<file path="config.mk">
export PLATFORM = sky130hd
export DESIGN_NAME = gnr_run_ctrl_flat
export DESIGN_NICKNAME = d
export VERILOG_FILES = /design/src/rtl/gnr_run_ctrl_pkg.sv /design/src/rtl/gnr_run_ctrl_if.sv /design/src/rtl/gnr_run_ctrl_state_hist.sv /design/src/rtl/gnr_run_ctrl.sv /design/src/flat_wrapper.sv
export SDC_FILE = /design/constraint.sdc
export NUM_CORES = 1
export LEC_CHECK = 0
export ABC_CLOCK_PERIOD_IN_PS = 2200
export CAP_MARGIN = 20
export CORE_MARGIN = 5
export CORE_UTILIZATION = 45
export CTS_BUF_LIST = sky130_fd_sc_hd__clkbuf_8 sky130_fd_sc_hd__clkbuf_16
export CTS_CLUSTER_SIZE = 25
export DETAILED_ROUTE_END_ITERATION = 6
export MAX_ROUTING_LAYER = met4
export PLACE_DENSITY = 0.82
export RECOVER_POWER = 25
export REMOVE_ABC_BUFFERS = 1
export SKIP_LAST_GASP = 1
export SYNTH_ARGS = -nofsm -noshare
export SYNTH_HDL_FRONTEND = slang
export SYNTH_HIERARCHICAL = 1
export SYNTH_SLANG_ARGS = --single-unit
</file>
<file path="constraint.sdc">
create_clock -name clk -period 2.2 [get_ports clk]
set_input_delay 0.44 -clock clk [delete_from_list [all_inputs] [get_ports clk]]
set_output_delay 0.44 -clock clk [all_outputs]
set_load 0.01 [all_outputs]
</file>
<file path="src/rtl/gnr_run_ctrl_pkg.sv">
// Shared types and defaults for the GNR run controller.
package gnr_run_ctrl_pkg;

  localparam int GNR_N_NODES = 8;
  localparam int GNR_STEP_W  = 16;

  typedef enum logic [2:0] {
    ST_IDLE   = 3'd0,
    ST_INIT   = 3'd1,
    ST_STEP   = 3'd2,
    ST_SAMPLE = 3'd3,
    ST_DONE   = 3'd4
  } gnr_state_e;

endpackage

</file>
<file path="src/rtl/gnr_run_ctrl_if.sv">
// Host-side run request / result bundle of the GNR run controller.
interface gnr_run_ctrl_if
  import gnr_run_ctrl_pkg::*;
#(
  parameter int N_NODES = GNR_N_NODES,
  parameter int STEP_W  = GNR_STEP_W
);
  logic               start;
  logic [N_NODES-1:0] init_vec;
  logic [STEP_W-1:0]  max_steps;
  logic               busy;
  logic               done;
  logic               converged;
  logic               oscillating;
  logic [STEP_W-1:0]  steps;
  logic [N_NODES-1:0] final_state;

  modport master (
    output start, init_vec, max_steps,
    input  busy, done, converged, oscillating, steps, final_state
  );

  modport slave (
    input  start, init_vec, max_steps,
    output busy, done, converged, oscillating, steps, final_state
  );
endinterface

</file>
<file path="src/rtl/gnr_run_ctrl_state_hist.sv">
// lat_s1 history and fixed-point / period-2 comparators.
// GNR_CYCLE_DETECT_EN adds the second history register and the osc_o output.
module gnr_state_hist
  import gnr_run_ctrl_pkg::*;
#(
  parameter int N_NODES = GNR_N_NODES
) (
  input  logic               clk,
  input  logic               rst_n,
  input  logic               load_i,
  input  logic               shift_i,
  input  logic [N_NODES-1:0] init_vec_i,
  input  logic [N_NODES-1:0] lat_s0_i,
  input  logic [N_NODES-1:0] lat_s1_i,
`ifdef GNR_CYCLE_DETECT_EN
  output logic               osc_o,
`endif
  output logic               fix_o
);
  logic [N_NODES-1:0] prev_q;

  always_ff @(posedge clk or negedge rst_n) begin
    if (!rst_n) begin
      prev_q <= '0;
    end else if (load_i) begin
      prev_q <= init_vec_i;
    end else if (shift_i) begin
      prev_q <= lat_s1_i;
    end
  end

  assign fix_o = (lat_s1_i == prev_q) && (lat_s0_i == lat_s1_i);

`ifdef GNR_CYCLE_DETECT_EN
  logic [N_NODES-1:0] prev2_q;
  logic               prev2_vld_q;

  // prev2 becomes meaningful after the first shift, i.e. from step 2 on
  always_ff @(posedge clk or negedge rst_n) begin
    if (!rst_n) begin
      prev2_q     <= '0;
      prev2_vld_q <= 1'b0;
    end else if (load_i) begin
      prev2_q     <= '0;
      prev2_vld_q <= 1'b0;
    end else if (shift_i) begin
      prev2_q     <= prev_q;
      prev2_vld_q <= 1'b1;
    end
  end

  assign osc_o = prev2_vld_q && !fix_o && (lat_s1_i == prev2_q) && (lat_s1_i != prev_q);
`endif
endmodule

</file>
<file path="src/rtl/gnr_run_ctrl.sv">
// Run controller: strobes a GNR node array until fixed point or step limit.
// Optional period-2 cycle detection under GNR_CYCLE_DETECT_EN.
module gnr_run_ctrl
  import gnr_run_ctrl_pkg::*;
#(
  parameter int N_NODES = GNR_N_NODES,
  parameter int STEP_W  = GNR_STEP_W
) (
  input  logic               clk,
  input  logic               rst_n,
  gnr_run_ctrl_if.slave      host_if,
  input  logic [N_NODES-1:0] lat_s0_i,
  input  logic [N_NODES-1:0] lat_s1_i,
  output logic               reset_nos_o,
  output logic [N_NODES-1:0] init_state_o,
  output logic               start_s0_o,
  output logic               start_s1_o
);
  gnr_state_e         state_q;
  logic [N_NODES-1:0] init_q;
  logic [STEP_W-1:0]  max_q;
  logic [STEP_W-1:0]  steps_q;
  logic [N_NODES-1:0] final_q;
  logic [N_NODES-1:0] init_state_q;
  logic               busy_q, done_q, conv_q, reset_nos_q, strobe_q;
  logic               hist_fix;
`ifdef GNR_CYCLE_DETECT_EN
  logic               osc_q;
  logic               hist_osc;
`endif

  gnr_state_hist #(.N_NODES(N_NODES)) u_hist (
    .clk        (clk),
    .rst_n      (rst_n),
    .load_i     (state_q == ST_INIT),
    .shift_i    (state_q == ST_SAMPLE),
    .init_vec_i (init_q),
    .lat_s0_i   (lat_s0_i),
    .lat_s1_i   (lat_s1_i),
`ifdef GNR_CYCLE_DETECT_EN
    .osc_o      (hist_osc),
`endif
    .fix_o      (hist_fix)
  );

  always_ff @(posedge clk or negedge rst_n) begin
    if (!rst_n) begin
      state_q      <= ST_IDLE;
      init_q       <= '0;
      max_q        <= '0;
      steps_q      <= '0;
      final_q      <= '0;
      init_state_q <= '0;
      busy_q       <= 1'b0;
      done_q       <= 1'b0;
      conv_q       <= 1'b0;
      reset_nos_q  <= 1'b0;
      strobe_q     <= 1'b0;
`ifdef GNR_CYCLE_DETECT_EN
      osc_q        <= 1'b0;
`endif
    end else begin
      done_q       <= 1'b0;
      reset_nos_q  <= 1'b0;
      strobe_q     <= 1'b0;
      init_state_q <= '0;
      unique case (state_q)
        ST_IDLE, ST_DONE: begin
          if (state_q == ST_DONE) final_q <= lat_s1_i;
          // a start in the DONE cycle wins over the final_state capture
          if (host_if.start) begin
            init_q       <= host_if.init_vec;
            max_q        <= host_if.max_steps;
            init_state_q <= host_if.init_vec;
            steps_q      <= '0;
            final_q      <= '0;
            conv_q       <= 1'b0;
`ifdef GNR_CYCLE_DETECT_EN
            osc_q        <= 1'b0;
`endif
            reset_nos_q  <= 1'b1;
            busy_q       <= 1'b1;
            state_q      <= ST_INIT;
          end else begin
            state_q <= ST_IDLE;
          end
        end
        ST_INIT: begin
          if (max_q == '0) begin
            busy_q  <= 1'b0;
            done_q  <= 1'b1;
            state_q <= ST_DONE;
          end else begin
            strobe_q <= 1'b1;
            state_q  <= ST_STEP;
          end
        end
        ST_STEP: begin
          steps_q <= steps_q + 1'b1;
          state_q <= ST_SAMPLE;
        end
        ST_SAMPLE: begin
          if (hist_fix) begin
            conv_q  <= 1'b1;
            busy_q  <= 1'b0;
            done_q  <= 1'b1;
            state_q <= ST_DONE;
`ifdef GNR_CYCLE_DETECT_EN
          end else if (hist_osc) begin
            osc_q   <= 1'b1;
            busy_q  <= 1'b0;
            done_q  <= 1'b1;
            state_q <= ST_DONE;
`endif
          end else if (steps_q == max_q) begin
            busy_q  <= 1'b0;
            done_q  <= 1'b1;
            state_q <= ST_DONE;
          end else begin
            strobe_q <= 1'b1;
            state_q  <= ST_STEP;
          end
        end
        default: begin
          busy_q  <= 1'b0;
          state_q <= ST_IDLE;
        end
      endcase
    end
  end

  assign reset_nos_o          = reset_nos_q;
  assign init_state_o         = init_state_q;
  assign start_s0_o           = strobe_q;
  assign start_s1_o           = strobe_q;
  assign host_if.busy         = busy_q;
  assign host_if.done         = done_q;
  assign host_if.converged    = conv_q;
  assign host_if.steps        = steps_q;
  assign host_if.final_state  = final_q;
`ifdef GNR_CYCLE_DETECT_EN
  assign host_if.oscillating  = osc_q;
`else
  assign host_if.oscillating  = 1'b0;
`endif
endmodule
</file>
<file path="src/flat_wrapper.sv">
// flat-port wrapper written by rule: the top's interface ports become plain ports
module gnr_run_ctrl_flat import gnr_run_ctrl_pkg::*;
#(
  parameter int N_NODES = GNR_N_NODES,
  parameter int STEP_W  = GNR_STEP_W
)
  (clk, rst_n, lat_s0_i, lat_s1_i, reset_nos_o, init_state_o, start_s0_o, start_s1_o, host_if_start, host_if_init_vec, host_if_max_steps, host_if_busy, host_if_done, host_if_converged, host_if_oscillating, host_if_steps, host_if_final_state);
  gnr_run_ctrl_if #(.N_NODES(N_NODES), .STEP_W(STEP_W)) host_if_i ();
  input  logic clk;
  input  logic rst_n;
  input  logic [N_NODES-1:0] lat_s0_i;
  input  logic [N_NODES-1:0] lat_s1_i;
  output logic reset_nos_o;
  output logic [N_NODES-1:0] init_state_o;
  output logic start_s0_o;
  output logic start_s1_o;
  input wire logic [$bits(host_if_i.start)-1:0] host_if_start;
  input wire logic [$bits(host_if_i.init_vec)-1:0] host_if_init_vec;
  input wire logic [$bits(host_if_i.max_steps)-1:0] host_if_max_steps;
  output wire logic [$bits(host_if_i.busy)-1:0] host_if_busy;
  output wire logic [$bits(host_if_i.done)-1:0] host_if_done;
  output wire logic [$bits(host_if_i.converged)-1:0] host_if_converged;
  output wire logic [$bits(host_if_i.oscillating)-1:0] host_if_oscillating;
  output wire logic [$bits(host_if_i.steps)-1:0] host_if_steps;
  output wire logic [$bits(host_if_i.final_state)-1:0] host_if_final_state;
  assign host_if_i.start = host_if_start;
  assign host_if_i.init_vec = host_if_init_vec;
  assign host_if_i.max_steps = host_if_max_steps;
  assign host_if_busy = host_if_i.busy;
  assign host_if_done = host_if_i.done;
  assign host_if_converged = host_if_i.converged;
  assign host_if_oscillating = host_if_i.oscillating;
  assign host_if_steps = host_if_i.steps;
  assign host_if_final_state = host_if_i.final_state;
  gnr_run_ctrl #(.N_NODES(N_NODES), .STEP_W(STEP_W)) u_core (.clk(clk), .rst_n(rst_n), .host_if(host_if_i), .lat_s0_i(lat_s0_i), .lat_s1_i(lat_s1_i), .reset_nos_o(reset_nos_o), .init_state_o(init_state_o), .start_s0_o(start_s0_o), .start_s1_o(start_s1_o));
endmodule
</file>
**Word level (Yosys, flattened, before mapping)**

Cells that the tools add are included.
Widths: inputs -> output; s select.

- Flip-flop bits (word level): 72
- Bits of input ports: 43
- Output and inout bits: 39
- Logic and storage cells: 69

- $add $sub $neg: 1
- Equal/unequal tests: 11
- Multiplexer cells: 31
- Bitwise logic cells: 1
- Reduce and logical (&&, ||, !) cells: 13

Operator list:

| operator | count |
|---|---|
| $mux 8 | 6 |
| $pmux 16 s2 | 1 |
| $add 16x1->16 const B | 1 |
| $eq 16x16->1 | 1 |
| $eq 8x8->1 | 2 |
| $logic_not 16->1 | 1 |
| $mux 16 | 1 |
| $mux 1 | 15 |
| $pmux 3 s4 | 1 |
| $mux 3 | 3 |
| $reduce_bool 2->1 | 4 |
| $eq 3x2->1 const B | 2 |
| $pmux 1 s2 | 3 |
| $reduce_and 2->1 | 3 |
| $ne 2x1->1 const B | 2 |
| $pmux 1 s4 | 1 |
| $reduce_and 4->1 | 1 |
| $eq 3x1->1 const B | 1 |
| $eq 3x3->1 const B | 1 |
| $logic_not 3->1 | 1 |
| $ne 3x1->1 const B | 1 |
| $reduce_and 3->1 | 1 |
| $ne 2x2->1 const B | 1 |
| $reduce_or 2->1 | 1 |
| other kinds (2) | 2 |

**Longest topological paths before layout**

- Word-level depth: 4
- Mapped depth: 8
- Mapped depth without buffers: 7

**Hierarchy**

Netlist, hierarchy kept.

By module, submodules not included:

| module | times used | cells an instance | area each (sq um) | sequential area each (sq um) |
|---|---|---|---|---|
| gnr_run_ctrl | 1 | 255 | 2869.0 | 1601.5 |
| gnr_state_hist | 1 | 55 | 494.2 | 200.2 |

**Worst setup path after synthesis**

No wires, ideal clock.

- Path kind: register to register
- Start: register u_core.state_q[0]
- End: register u_core.steps_q[7] (netlist: u_core/host_if.steps[7])
- Library setup time: 0.131 ns
- Arrival time: 1.475 ns
- Data required time: 2.069 ns
- Slack: 0.594 ns
- Stages on the path, launching flop included: 7
- Path buffers: 2
- Clock period less this slack: 1.606 ns
- Cell sequence: dfrtp_1 > or3b_1 > buf_2 > or2_1 > buf_6 > o211ai_2 > o31ai_2

- Longest elaborated chain between the ends: 4
- Elaborated cells between the ends (all ways): 8
- Classes of those cells: eq/ne: 3; mux: 1; reduce/logical: 4

RTL lines:

| what | RTL line | source |
|---|---|---|
| start, declared | gnr_run_ctrl.sv:19 | `gnr_state_e state_q;` |
| start signal, assigned | gnr_run_ctrl.sv:48 | `state_q <= ST_IDLE;` |
| start signal, assigned | gnr_run_ctrl.sv:83 | `state_q <= ST_INIT;` |
| start signal, assigned | gnr_run_ctrl.sv:85 | `state_q <= ST_IDLE;` |
| $eq 3x3->1 / $logic_not 3->1 (equally long branches) | gnr_run_ctrl.sv:67 | `unique case (state_q)` |
| $reduce_or 2->1 | gnr_run_ctrl.sv:67 |  |
| $ne 2x2->1 (no line) / $reduce_bool 2->1 (equally long branches) | n/a |  |
| $reduce_and 2->1 (no line) | n/a |  |
| end signal, assigned | gnr_run_ctrl.sv:99 | `steps_q <= steps_q + 1'b1;` |
| end, declared | gnr_run_ctrl.sv:22 | `logic [STEP_W-1:0] steps_q;` |

Several ways; a longest one is shown, not always the timed one.
A chain may end at the register's enable or synchronous reset.

**Worst setup path in the final report**

- Start: input lat_s1_i[0]
- End: register u_core.busy_q (netlist: u_core/host_if.busy)

- Longest elaborated chain between the ends: 4
- Elaborated cells between the ends (all ways): 7
- Classes of those cells: eq/ne: 3; mux: 2; reduce/logical: 2

RTL lines:

| what | RTL line | source |
|---|---|---|
| start, declared | flat_wrapper.sv:12 | `input logic [N_NODES-1:0] lat_s1_i;` |
| $eq 8x8->1 | gnr_run_ctrl_state_hist.sv:32 | `assign fix_o = (lat_s1_i == prev_q) && (lat_s0_i == lat_s1_i);` |
| $logic_and 1x1->1 * | gnr_run_ctrl_state_hist.sv:32 |  |
| net u_core.hist_fix | gnr_run_ctrl.sv:26 | `logic hist_fix;` |
| $ne 3x1->1 (no line) / $mux 1 (equally long branches) | n/a |  |
| $reduce_and 4->1 (no line) / $pmux 1 s4 (equally long branches) | n/a |  |
| end signal, assigned | gnr_run_ctrl.sv:54 | `busy_q <= 1'b0;` |
| end signal, assigned | gnr_run_ctrl.sv:82 | `busy_q <= 1'b1;` |
| end signal, assigned | gnr_run_ctrl.sv:90 | `busy_q <= 1'b0;` |
| end, declared | gnr_run_ctrl.sv:25 | `logic busy_q, done_q, conv_q, reset_nos_q, strobe_q;` |

The timed path passes the listed nets; every way through them passes the cells marked *.

==> results.txt <==
* TritonCTS clock tree: yes
- In this run the number of H-tree levels came out at 3.
* Combined area of the multi-input logic cells: 0.00145 sq mm
* Number of post-CTS setup repair buffers: 0
* CTS Hold Buffers Added: 0
- The flow ran to the end, and the final reports show no timing, DRC or antenna violations.
- TritonCTS sink count: 72
* Wire length of the first global-routing pass: 12.9 mm
- The detailed router placed 2682 vias in this run.
* Count of nets left with antenna violations after detail routing: 0
- Power per Cell Area: 1120 mW/mm^2
- Number of max-slew violations in the final report: 0
- The cell sitting at the root of the clock tree is a sky130_fd_sc_hd__clkbuf_8.
- No sink is reached through more buffers than the 2 on the longest clock path.
- On the critical path, the stage with the largest delay is an instance of sky130_fd_sc_hd__clkdlybuf4s50_1.
- The die is 96.5 um wide.
* I/O Pins: 82
- Maximum achievable frequency: 480 MHz
- Net count, final: 437
- Hold WS: 158 ps
- The floorplan step defined a core boundary enclosing 0.00725 sq mm.
- Crit end category: flip-flop
- Worst clock skew: 4.52 ps
* Synthesized instance count: 310
- VDD sags by at most 0.000424 V.
- Final number of setup-violating endpoints: 0
- Global-route usage over all layers: 18.7%
* N_diodes: 0
- The via count of the first global-routing pass was 2678.
- The Yosys step of the flow raised 6 warnings.
- Entering global routing, the biggest net connects 58 pins.
- Initial Util: 46.4%
- Share of final-layout standard cells stronger than drive strength 1: 14.1%
- Input/output buffers: 80
* # rows: 31
- FFs w/ async S/R, synth: 100%
- The tool flagged a number of max-cap violations equal to 0.
* RSZ-0062 raised after global routing: false
* Clock slew seen by the registers of the worst setup and hold paths: 70 ps
- Along the worst path, the maximum fanout reaches 4.
* Number of distinct library cells after synthesis: 44
- For the worst setup path, the data arrival time is 2340 ps.
- Dividing the detail-routed wire length by the instance count gives 16.5 um.
* Dominant synthesized flop cell: sky130_fd_sc_hd__dfrtp_1
- For the worst setup path, the data required time is 2450 ps.
* Number of antenna violations at the first check in global routing: 0
* CTS buffer count: 9
- In this run the cell area of the synthesized design comes to 0.00336 sq mm.
- For the pin with the worst max-slew slack, the measured transition is 800 ps.
- Final hold viol count: 0
- The tightest min-delay check is of the input pin to async pin type.
- The worst register-to-register path begins at u_core/u_hist/prev_q[0].
* Area of the die: 0.00930 sq mm
- The worst path in the final design needs a cycle of 2080 ps, including I/O delays and setup.
- Before CTS, the worst setup slack after placement is -150 ps.
- Vias/cell: 5.41
- The area growth from synthesis to layout is 32.3%.
* Total half-perimeter wirelength after legalization and detailed placement: 5.91 mm
* Final worst-path cycle share: 94.7%
- For the final routed database, the setup TNS stands at 0 ps.
- Flip-flop and latch area: 0.00180 sq mm
- Fill count: 604
- Smallest setup slack after layout: 116 ps
* Setup crit start: lat_s1_i[0]
- Worst slew slack as a fraction of its limit: 46.6%
- The analysis attributes to cell leakage a power of 2.01 nW.
- Max incr delay on CP: 470 ps
- The die is 96.5 um tall.
- Type of element launching the critical path: input pin
* Cell breakdown of the critical path: clkdlybuf4s50_1 > nor3_1 > o22ai_1 > nor4_2 > a41oi_1 > a21bo_2 > a32oi_1
- Crit path kind: input pin to flip-flop
- Register area share after synthesis: 53.6%
- At the end of routability-driven placement, the weighted congestion stood at 0.852.
- The number of gates resized after CTS was 0.
- First-pass iteration count of the detailed router: 5
- In this run, synthesis inferred 0 flip-flops with an integrated enable.
- The first routing iteration left 168 violations.
* Synthesized area per cell: 10.8 sq um
* Leftover overflow at the end of global routing: 0
- In this run, synthesis produced a sequential element count of 72.
- Remaining design rule violation count: 0
- The clock reaches the later pin of the worst-skew pair after 340 ps.
* Total wire length after detailed routing: 8.20 mm
==> through the flow <==
step	instance area [sq um]	std cells	power [W]	utilization, %
after floorplan	3270	292	0.00321	-
after CTS	4460	496	0.00505	61.5
final	4450	496	0.00501	61.4
after detailed placement	4280	481	0.00405	59.0
after global routing	4450	496	0.00535	61.4
after global placement	4280	481	0.00397	59.0
==> registers in the layout, summed over array words and instances, names as in the netlist, 3 cells and up <==
register / count
u_core/host_if.steps: 16
u_core/max_q: 16
u_core/host_if.final_state: 8
u_core/init_q: 8
u_core/init_state_o: 8
u_core/u_hist/prev_q: 8
u_core/state_q: 3
==> per-layer routing <==
layer / part of all wire, % / track usage [%] / up-vias
met5: 0 / - / -
met4: 0.51 / 4.21 / 0
met3: 7.9 / 5.65 / 4
met2: 48 / 29.7 / 86
met1: 44 / 23.8 / 1314
li1: - / - / 1278
==> kinds of logic (layout without fill, tap and decap cells) <==
group	Yosys count	after routing	share of synthesized area, %
compound gates	62	62	11.8
xor+xnor	16	16	4.17
fa+ha+maj	1	1	0.372
buf+inv	23	110	3.42
flops	72	72	53.6
mux	28	28	8.93
other cells	1	1	0.112
simple gates	107	107	17.6
==> critical path: cells and delay by family <==
family | cells | cell delay (ps)
AO/OA/AOI/OAI | 4 | 710
AND/OR/NAND/NOR | 2 | 710
buffers and inverters | 1 | 470
==> cells in the final DEF, fill, tap and decap left out, types with 2 or more instances in the layout <==
cell,netlist,routed
sky130_fd_sc_hd__nor2b_1,8,8
sky130_fd_sc_hd__nand2_1,33,33
sky130_fd_sc_hd__dfrtp_1,72,72
sky130_fd_sc_hd__clkbuf_8,0,9
sky130_fd_sc_hd__nor4_1,8,8
sky130_fd_sc_hd__a21oi_1,2,2
sky130_fd_sc_hd__nor3_1,8,8
sky130_fd_sc_hd__and3_2,3,3
sky130_fd_sc_hd__o31ai_2,2,2
sky130_fd_sc_hd__clkdlybuf4s50_1,0,79
sky130_fd_sc_hd__clkinv_2,0,3
sky130_fd_sc_hd__o21ai_0,29,29
sky130_fd_sc_hd__and3_1,16,16
sky130_fd_sc_hd__nor2_1,5,5
sky130_fd_sc_hd__or3b_1,2,2
sky130_fd_sc_hd__inv_1,4,4
sky130_fd_sc_hd__a21o_1,8,8
sky130_fd_sc_hd__a31oi_1,9,9
sky130_fd_sc_hd__mux2_2,16,16
sky130_fd_sc_hd__buf_4,3,9
sky130_fd_sc_hd__nand4_1,6,6
sky130_fd_sc_hd__xor2_1,16,16
sky130_fd_sc_hd__o22ai_1,4,4
sky130_fd_sc_hd__nor3_2,2,2
sky130_fd_sc_hd__mux2i_1,12,12
sky130_fd_sc_hd__o211ai_2,2,2
sky130_fd_sc_hd__nand3_1,9,9
==> final cells by class <==
cell class / instances / share of cell area [%]
multi-input cells: 215 / 32.6
flip-flops and latches: 72 / 40.5
well taps: 99 / 2.78
repair buffers: 90 / 19.5
clock inverters: 6 / 1.38
inverters: 5 / 0.422
clock buffers: 9 / 2.78
==> synthesized netlist by cell type (2+ instances only) <==
library cell	count	area (sq um)
sky130_fd_sc_hd__nand3_1	9	45.0
sky130_fd_sc_hd__nor2_1	5	18.8
sky130_fd_sc_hd__nor3_1	8	40.0
sky130_fd_sc_hd__o31ai_2	2	25.0
sky130_fd_sc_hd__nor2b_1	8	50.1
sky130_fd_sc_hd__nand2_1	33	124
sky130_fd_sc_hd__o21ai_0	29	145
sky130_fd_sc_hd__nor4_1	8	50.1
sky130_fd_sc_hd__inv_1	4	15.0
sky130_fd_sc_hd__mux2_2	16	180
sky130_fd_sc_hd__o22ai_1	4	25.0
sky130_fd_sc_hd__a31oi_1	9	56.3
sky130_fd_sc_hd__nor3_2	2	20.0
sky130_fd_sc_hd__a21oi_1	2	10.0
sky130_fd_sc_hd__buf_2	8	40.0
sky130_fd_sc_hd__and3_2	3	22.5
sky130_fd_sc_hd__clkbuf_1	5	18.8
sky130_fd_sc_hd__and3_1	16	100
sky130_fd_sc_hd__mux2i_1	12	120
sky130_fd_sc_hd__nand4_1	6	37.5
sky130_fd_sc_hd__xor2_1	16	140
sky130_fd_sc_hd__buf_4	3	22.5
sky130_fd_sc_hd__a21o_1	8	60.1
sky130_fd_sc_hd__or3b_1	2	17.5
sky130_fd_sc_hd__o211ai_2	2	25.0
sky130_fd_sc_hd__dfrtp_1	72	1800
==> path summary, 6_finish.rpt <==
kind                                           end  slack (ps)  cells after the start
setup / recovery               u_core/host_if.busy         120                      7
hold / removal             u_core/u_hist/prev_q[2]         160                      1
setup reg to reg               u_core/host_if.busy         320                      6
hold reg to reg                   u_core/init_q[3]         480                      1
max in group asynchronous         u_core/max_q[11]         720                      2
min in group clk                  u_core/init_q[3]         480                      1
==> report_power, final <==
part           leakage [nW]  total (W)  internal (W)  switching, W
Clock                0.0948   0.000996      0.000513      0.000483
Combinational          1.01    0.00183      0.000971      0.000861
Sequential            0.906    0.00218       0.00178      0.000393
Total                  2.01    0.00501       0.00327       0.00174
No activity file was read; power rests on OpenSTA's default activity.
